File: src/rtl/frame_render_sequencer.sv
// frame_render_sequencer
//
// Frame-level controller for the render pipeline. For each frame it latches an
// object count from the MCU, clears the framebuffer, starts render_pipeline
// once per object, then holds a buffer swap request until the next vsync.
//
// Ports:
//   clk_100m           system clock
//   rstn               synchronous active-low reset
//   i_mcu_dv           frame descriptor valid (level)
//   i_mcu_num_objects  object count for the frame (clamped to MAX_OBJECTS)
//   o_mcu_ack          one-cycle pulse: descriptor latched
//   o_rp_start         one-cycle render_pipeline start pulse
//   i_rp_ready         render_pipeline idle/ready
//   i_rp_finished      one-cycle pulse: current object done
//   o_obj_index        index of the object being rendered
//   o_clr_we           framebuffer clear write enable
//   o_clr_addr         clear write address
//   o_clr_depth        clear depth data
//   o_clr_color        clear color data
//   o_swap_req         buffer swap request, held until vsync
//   i_vsync            one-cycle vsync pulse from display
//   o_frame_done       one-cycle pulse at end of frame
//   o_busy             high in every state except idle
//   o_frame_cycles     frame cycle count (FRAME_SEQ_PERF_EN), else constant 0
//
// Build option: define FRAME_SEQ_PERF_EN to enable the frame cycle counter.
// All outputs are registered.

module frame_render_sequencer #(
    parameter int unsigned MAX_OBJECTS = 1024,
    parameter int unsigned OBJWIDTH    = $clog2(MAX_OBJECTS + 1),
    parameter int unsigned FB_SIZE     = 19200,
    parameter int unsigned ADDRWIDTH   = $clog2(FB_SIZE),
    parameter int unsigned DEPTHWIDTH  = 12,
    parameter int unsigned COLORWIDTH  = 4,
    parameter logic [DEPTHWIDTH-1:0] CLEAR_DEPTH = '1,
    parameter logic [COLORWIDTH-1:0] CLEAR_COLOR = '0
) (
    input  logic                  clk_100m,
    input  logic                  rstn,
    input  logic                  i_mcu_dv,
    input  logic [OBJWIDTH-1:0]   i_mcu_num_objects,
    output logic                  o_mcu_ack,
    output logic                  o_rp_start,
    input  logic                  i_rp_ready,
    input  logic                  i_rp_finished,
    output logic [OBJWIDTH-1:0]   o_obj_index,
    output logic                  o_clr_we,
    output logic [ADDRWIDTH-1:0]  o_clr_addr,
    output logic [DEPTHWIDTH-1:0] o_clr_depth,
    output logic [COLORWIDTH-1:0] o_clr_color,
    output logic                  o_swap_req,
    input  logic                  i_vsync,
    output logic                  o_frame_done,
    output logic                  o_busy,
    output logic [31:0]           o_frame_cycles
);

    typedef enum logic [2:0] {
        StIdle,
        StAwaitMcu,
        StClearFb,
        StStartObj,
        StWaitObj,
        StSwap,
        StDone
    } state_e;

    localparam logic [OBJWIDTH-1:0]  MaxObj   = OBJWIDTH'(MAX_OBJECTS);
    localparam logic [ADDRWIDTH-1:0] LastAddr = ADDRWIDTH'(FB_SIZE - 1);

    state_e                  state_q;
    logic [OBJWIDTH-1:0]     num_obj_q;
    logic [OBJWIDTH-1:0]     done_cnt_q;
    logic                    mcu_ack_q;
    logic                    rp_start_q;
    logic                    clr_we_q;
    logic [ADDRWIDTH-1:0]    clr_addr_q;
    logic [DEPTHWIDTH-1:0]   clr_depth_q;
    logic [COLORWIDTH-1:0]   clr_color_q;
    logic                    swap_req_q;
    logic                    frame_done_q;
    logic                    busy_q;

    logic [OBJWIDTH-1:0]     num_clamped;
    logic [OBJWIDTH-1:0]     cnt_inc;

    always_comb begin
        num_clamped = (i_mcu_num_objects > MaxObj) ? MaxObj : i_mcu_num_objects;
        cnt_inc     = done_cnt_q + OBJWIDTH'(1);
    end

    always_ff @(posedge clk_100m) begin
        if (!rstn) begin
            state_q      <= StIdle;
            num_obj_q    <= '0;
            done_cnt_q   <= '0;
            mcu_ack_q    <= 1'b0;
            rp_start_q   <= 1'b0;
            clr_we_q     <= 1'b0;
            clr_addr_q   <= '0;
            clr_depth_q  <= '0;
            clr_color_q  <= '0;
            swap_req_q   <= 1'b0;
            frame_done_q <= 1'b0;
            busy_q       <= 1'b0;
        end else begin
            // Pulse outputs default low; the transitions below raise them for one cycle.
            mcu_ack_q    <= 1'b0;
            rp_start_q   <= 1'b0;
            frame_done_q <= 1'b0;

            unique case (state_q)
                StIdle: begin
                    if (i_rp_ready) begin
                        state_q <= StAwaitMcu;
                        busy_q  <= 1'b1;
                    end
                end

                StAwaitMcu: begin
                    if (i_mcu_dv) begin
                        num_obj_q   <= num_clamped;
                        done_cnt_q  <= '0;
                        mcu_ack_q   <= 1'b1;
                        clr_we_q    <= 1'b1;
                        clr_addr_q  <= '0;
                        clr_depth_q <= CLEAR_DEPTH;
                        clr_color_q <= CLEAR_COLOR;
                        state_q     <= StClearFb;
                    end
                end

                StClearFb: begin
                    if (clr_addr_q == LastAddr) begin
                        clr_we_q    <= 1'b0;
                        clr_addr_q  <= '0;
                        clr_depth_q <= '0;
                        clr_color_q <= '0;
                        if (num_obj_q != '0) begin
                            state_q <= StStartObj;
                        end else begin
                            state_q    <= StSwap;
                            swap_req_q <= 1'b1;
                        end
                    end else begin
                        clr_addr_q <= clr_addr_q + ADDRWIDTH'(1);
                    end
                end

                StStartObj: begin
                    if (i_rp_ready) begin
                        rp_start_q <= 1'b1;
                        state_q    <= StWaitObj;
                    end
                end

                StWaitObj: begin
                    if (i_rp_finished) begin
                        done_cnt_q <= cnt_inc;
                        if (cnt_inc == num_obj_q) begin
                            state_q    <= StSwap;
                            swap_req_q <= 1'b1;
                        end else begin
                            state_q <= StStartObj;
                        end
                    end
                end

                // Only vsync sampled while already in this state counts.
                StSwap: begin
                    if (i_vsync) begin
                        swap_req_q   <= 1'b0;
                        frame_done_q <= 1'b1;
                        state_q      <= StDone;
                    end
                end

                StDone: begin
                    state_q <= StIdle;
                    busy_q  <= 1'b0;
                end

                default: begin
                    state_q <= StIdle;
                    busy_q  <= 1'b0;
                end
            endcase
        end
    end

    assign o_mcu_ack    = mcu_ack_q;
    assign o_rp_start   = rp_start_q;
    assign o_obj_index  = done_cnt_q;
    assign o_clr_we     = clr_we_q;
    assign o_clr_addr   = clr_addr_q;
    assign o_clr_depth  = clr_depth_q;
    assign o_clr_color  = clr_color_q;
    assign o_swap_req   = swap_req_q;
    assign o_frame_done = frame_done_q;
    assign o_busy       = busy_q;

`ifdef FRAME_SEQ_PERF_EN
    // cyc_q holds the number of frame cycles up to and including the current one.
    logic [31:0] cyc_q;
    logic [31:0] frame_cycles_q;
    logic [31:0] cyc_inc;

    always_comb begin
        cyc_inc = (cyc_q == 32'hFFFF_FFFF) ? cyc_q : cyc_q + 32'd1;
    end

    always_ff @(posedge clk_100m) begin
        if (!rstn) begin
            cyc_q          <= '0;
            frame_cycles_q <= '0;
        end else begin
            if (state_q == StAwaitMcu && i_mcu_dv) begin
                cyc_q <= 32'd1;
            end else if (state_q == StClearFb || state_q == StStartObj ||
                         state_q == StWaitObj || state_q == StSwap) begin
                cyc_q <= cyc_inc;
            end
            // cyc_inc here already counts the upcoming done cycle.
            if (state_q == StSwap && i_vsync) begin
                frame_cycles_q <= cyc_inc;
            end
        end
    end

    assign o_frame_cycles = frame_cycles_q;
`else
    assign o_frame_cycles = 32'd0;
`endif

endmodule

File: config.mk
export PLATFORM = sky130hd
export DESIGN_NAME = frame_render_sequencer
export DESIGN_NICKNAME = d
export VERILOG_FILES = /design/src/rtl/frame_render_sequencer.sv
export SDC_FILE = /design/constraint.sdc
export NUM_CORES = 1
export LEC_CHECK = 0
export CAP_MARGIN = 5
export CORE_ASPECT_RATIO = 1.1
export CORE_MARGIN = 2
export CORE_UTILIZATION = 46
export CTS_BUF_LIST = sky130_fd_sc_hd__clkbuf_16
export DETAILED_ROUTE_END_ITERATION = 7
export GPL_TIMING_DRIVEN = 0
export PLACE_DENSITY = 0.8
export SLEW_MARGIN = 20
export SYNTH_ARGS = -nofsm -noshare
export SYNTH_HDL_FRONTEND = slang
export SYNTH_SLANG_ARGS = --single-unit
File: constraint.sdc
create_clock -name clk_100m -period 2.7 [get_ports clk_100m]
set_input_delay 0.81 -clock clk_100m [delete_from_list [all_inputs] [get_ports clk_100m]]
set_output_delay 0.81 -clock clk_100m [all_outputs]
set_load 0.02 [all_outputs]
[Yosys cells after proc, flatten, opt, wreduce, memory -nomap -nowiden]
Index checks and enable logic that the tools add are counted.
Word-level totals
  output and inout bits: 80
  bits in registers: 62
Operators by class
  eq/ne operators: 15
  add/subtract/negate cells: 2
  bitwise operators: 1
  muxes and demuxes: 36
  reduce and logical (&&, ||, !) cells: 16
  order comparisons: 1
Operator list (number)
  $mux W11: 3
  $mux W15: 2
  $pmux W15 S2: 1
  $mux W12: 2
  $mux W3: 8
  $pmux W12 S2: 1
  $pmux W11 S2: 1
  $pmux W3 S6: 1
  $ne A2 B2 Y1 const B: 8
  $add A15 B1 Y15 const B: 1
  $eq A15 B15 Y1 const B: 1
  $reduce_and A2 Y1: 6
  $reduce_and A6 Y1: 2
  $add A11 B1 Y11 const B: 1
  $eq A11 B11 Y1: 1
  $gt A11 B11 Y1 const B: 1
  $mux W1: 11
  $reduce_bool A11 Y1: 1
  $mux W4: 2
  $pmux W4 S2: 1
  $eq A3 B2 Y1 const B: 2
  $eq A3 B3 Y1 const B: 2
  $reduce_and A3 Y1: 2
  $reduce_or A5 Y1: 1
  7 further kinds: 9

[Logic depth before layout (Yosys ltp)]
  depth after elaboration: 5
  mapped depth: 8
  depth with buffers taken out: 7

[Worst setup path after synthesis]
No wires, ideal clock.
  path type: flip-flop to flip-flop
  from: register done_cnt_q[0], in the netlist o_obj_index[0]
  to: register state_q[1]
  path slack: 597 ps
  cell stages (with the launch flop): 8
  arrival: 1987 ps
  required time: 2584 ps
  path buffers: 1
  path through: dfxtp_1 -> clkbuf_1 -> nand3_1 -> or3_1 -> xnor2_1 -> nor4_2 -> a21oi_1 -> a31o_1
Between the ends
  cells in the longest elaborated chain, start to end: 5
Ends and longest elaborated chain
  start: declaration: RTL line 75  | logic [OBJWIDTH-1:0] done_cnt_q;
  start signal: assignment: RTL line 161  | done_cnt_q <= cnt_inc;
  $add A11 B1 Y11: RTL line 91  | cnt_inc = done_cnt_q + OBJWIDTH'(1);
  $eq A11 B11 Y1: RTL line 162  | if (cnt_inc == num_obj_q) begin
  $mux W3: RTL line 162
  $mux W3: RTL line 160  | if (i_rp_finished) begin
  $pmux W3 S6: RTL line 114  | unique case (state_q)
  end signal: assignment: RTL line 117  | state_q <= StAwaitMcu;
  end signal: assignment: RTL line 163  | state_q <= StSwap;
  end signal: assignment: RTL line 166  | state_q <= StStartObj;
  end: declaration: RTL line 73  | state_e state_q;
No other way between the ends. The select of a mux whose other input is x is not followed.
A chain may end at the register's enable or synchronous reset.

==> key figures <==
Power and ir drop
  – Peak VDD IR: 0.3353 mV
  – Power Internal: 1.612 mW
  – Net switching power: 0.8935 mW
  – Pleak: 1.606 nW
  – Switching share of total power: 35.67%
  – Power density cells: 642.5 mW/mm^2
  – Part of the power in the clock network: 27.7%
  – Combinational fraction of design power: 40.0%
  – Sequential share of power: 32.3%

Clocking
  – Clock buffer depth: 2
  – Post-CTS sizing: 0
  – H-tree depth: 2
  – Sink Count: 46
  – TritonCTS buffer count: 5
  – CTS root buf: clkbuf_16
  – Post-CTS Setup Bufs: 0
  – CTS tree: yes
  – Clock transition at the registers of the reported paths: 0.07 ns
  – Hold_buf cts: 0
  – Clk_lat worst skew: 0.29 ns

Die
  – Initial core utilization: 47.44%
  – # rows: 30
  – Die Wd: 79.97 um
  – Die area: 0.007003 mm^2
  – Core Region: 0.006156 mm^2
  – Number of top-level pins: 97
  – Die Ht: 87.57 um

GRT
  – Largest net degree at the start of global routing: 15
  – Antenna violations before repair: 0
  – Number of global-route vias before repair: 2460
  – First-pass GRT wire length: 11540 um
  – GRT Resource Usage Total: 20.67%
  – Total grt overflow: 0

Worst hold path
  – Hold WC Path Type: flip-flop to flip-flop

Detailed routing
  – Detailed Route Iter0 Violations: 157
  – Post-route DRC: 0
  – Total Wirelength: 7245 um
  – Wire per inst: 13.10 um
  – Vias per cell: 5.085
  – Drt first pass iters: 4
  – ANT nets after route: 0
  – Via count: 2812

Worst setup path
  – CP Launch Type: flip-flop
  – Arrival @ worst endpoint: 1.63 ns
  – Setup slack, reg-to-reg: 0.33 ns
  – Critical path type: flip-flop to primary output
  – Crit path cell chain: buf_4, clkdlybuf4s50_1
  – Buf/Inv on CP: 2
  – Worst-path maximum fanout: 14
  – Worst stage delay on the critical path: 0.60 ns
  – CP endpoint kind: primary output
  – Top delay family on crit path: buffers and inverters
  – Worst path slowest cell: clkdlybuf4s50_1
  – Worst endpoint required time: 1.89 ns

Timing
  – RSZ-0062 raised after global routing: no
  – Final hold vios: 0
  – Final period util: 90.48%
  – Final Skew: 0.006233 ns
  – Slew headroom: 62.27%
  – Pins Over Slew Limit: 0
  – Final Setup Violations: 0
  – Setup TNS: 0 ns
  – Crit path time final: 2.443 ns
  – Fmax: 0.4093 GHz
  – Slew @ Worst Pin: 0.5608 ns

Placement
  – DP Cell Count: 545
  – IO buf count: 58
  – DP HPWL: 5423 um
  – Routability congestion estimate: 0.9590

Yosys
  – Post-synthesis mux area share: 1.028%
  – Post-Synth XOR/XNOR Area: 5.698%
  – Largest family of logic cells by synthesized area: simple AND/OR/NAND/NOR gates
  – Most used DFF post-synth: dfxtp_1
  – Simple-gate share of the synthesized area: 26.86%
  – Cells after Synth: 372
  – Synthesized area: 0.002920 mm^2
  – Number of enable flip-flop cells after synthesis: 0
  – Post-synthesis adder-cell area fraction: 0.8569%
  – Most instantiated cells after synthesis: 48 x buf_4, 46 x dfxtp_1, 39 x a21oi_1, 38 x nor2_1, 24 x nand2_1
  – Mapped Avg Cell Area: 7.850 um^2
  – Synth async-reset ratio: 0%
  – Synth Register Bits: 46
  – Cell taking the most area after synthesis: dfxtp_1
  – Netlist cell types: 56
  – Seq/Total Area, Yosys: 31.53%
  – Warnings from Yosys: 0
  – Complex-gate fraction of the synthesized area: 17.10%
  – Top-count cell post-synth: buf_4
  – Post-synth top area share: 31.53%
  – Top cells by area, synth: dfxtp_1 32%, buf_4 12%, a21oi_1 6.7%, nor2_1 4.9%, xor2_1 3.3%

Status
  – Run status: finished, final reports clean

Layout
  – Post-Layout Cell Count: 553
  – Layout cells sized above 1: 15.43%
  – Layout Nets: 491
  – Fillcell total: 565
  – # diodes: 0
  – Syn-to-layout area delta: 33.50%

Flow run
  – Max-Cap Viols: 0
state kept, by name, indices dropped and copies added (netlist names):
name          cells
o_busy            1
o_frame_done      1
o_rp_start        1
o_mcu_ack         1
num_obj_q        11
o_obj_index      11
o_swap_req        1
o_clr_addr       15
o_clr_depth       1
state_q           3
tightest hold or removal path, stage by stage (launching register included):
cell and delay, ns:
dfxtp_1 0.33, o21ai_0 0.07, a21oi_1 0.06
layout make-up:
type / count / area (um^2) / area share [%]
plain buffers: 68 / 454.2 / 11.65
clock buffers: 5 / 125.1 / 3.209
clock inverters: 3 / 41.29 / 1.059
inverters: 6 / 36.28 / 0.9307
multi-input cells: 287 / 1640 / 42.07
flip-flops and latches: 46 / 920.9 / 23.62
well taps: 80 / 100.1 / 2.567
repair buffers: 58 / 580.6 / 14.89
per-layer routing:
layer  vias up  track usage [%]  wire length [um]
met5         -                0                 0
met4         0            7.704               100
met3         9            4.845               483
met2       100            34.92              3466
met1      1275            25.71              3194
li1       1428                -                 -
cells by family (layout without fill, tap and decap cells):
| group | after synthesis | after routing |
|---|---|---|
| xor gates and xnor gates | 19 | 19 |
| AOI/OAI and AO/OA | 83 | 83 |
| DFF | 46 | 46 |
| other | 1 | 36 |
| buffers and inverters | 74 | 140 |
| and+or+nand+nor | 144 | 144 |
| adders and majority gates | 2 | 2 |
| muxes | 3 | 3 |
power by group through the flow:
stage	logic [mW]	registers (mW)	clock network, mW
2_1_floorplan	0.676	0.836	0
3_3_place_gp	0.971	0.821	0
3_5_place_dp	0.989	0.824	0
4_1_cts	0.993	0.808	0.707
5_1_grt	1.10	0.821	0.737
6_report	1.00	0.808	0.695
metrics by stage:
stage	utilization, %	hold slack [ns]	setup WS, ns	power, mW	instance area [um^2]
2_1_floorplan	-	0.5019	0.5970	1.512	3052
3_3_place_gp	60.63	0.4913	0.02680	1.792	3732
3_5_place_dp	60.63	0.4995	0.02556	1.813	3732
4_1_cts	63.33	0.5086	0.2251	2.509	3899
5_1_grt	63.33	0.5284	0.1158	2.657	3899
6_report	63.33	0.5038	0.2569	2.505	3899
final timing paths:
| kind | start | to | cells past startpoint |
|---|---|---|---|
| max | o_clr_depth[10] | o_clr_depth[9] | 2 |
| min | o_clr_addr[9] | o_clr_addr[9] | 2 |
| max reg2reg | o_obj_index[1] | state_q[1] | 8 |
| min reg2reg | o_clr_addr[9] | o_clr_addr[9] | 2 |
cells in the final DEF, fill, tap and decap left out, types with 9 or more instances in the layout:
master / count
clkdlybuf4s50_1: 58
buf_4: 48
dfxtp_1: 46
a21oi_1: 39
nor2_1: 38
conb_1: 36
nand2_1: 24
nand3_1: 18
o21ai_0: 16
xor2_1: 11
clkbuf_1: 10
or3_1: 9
Note: power is estimated with default switching activity, not from simulation.
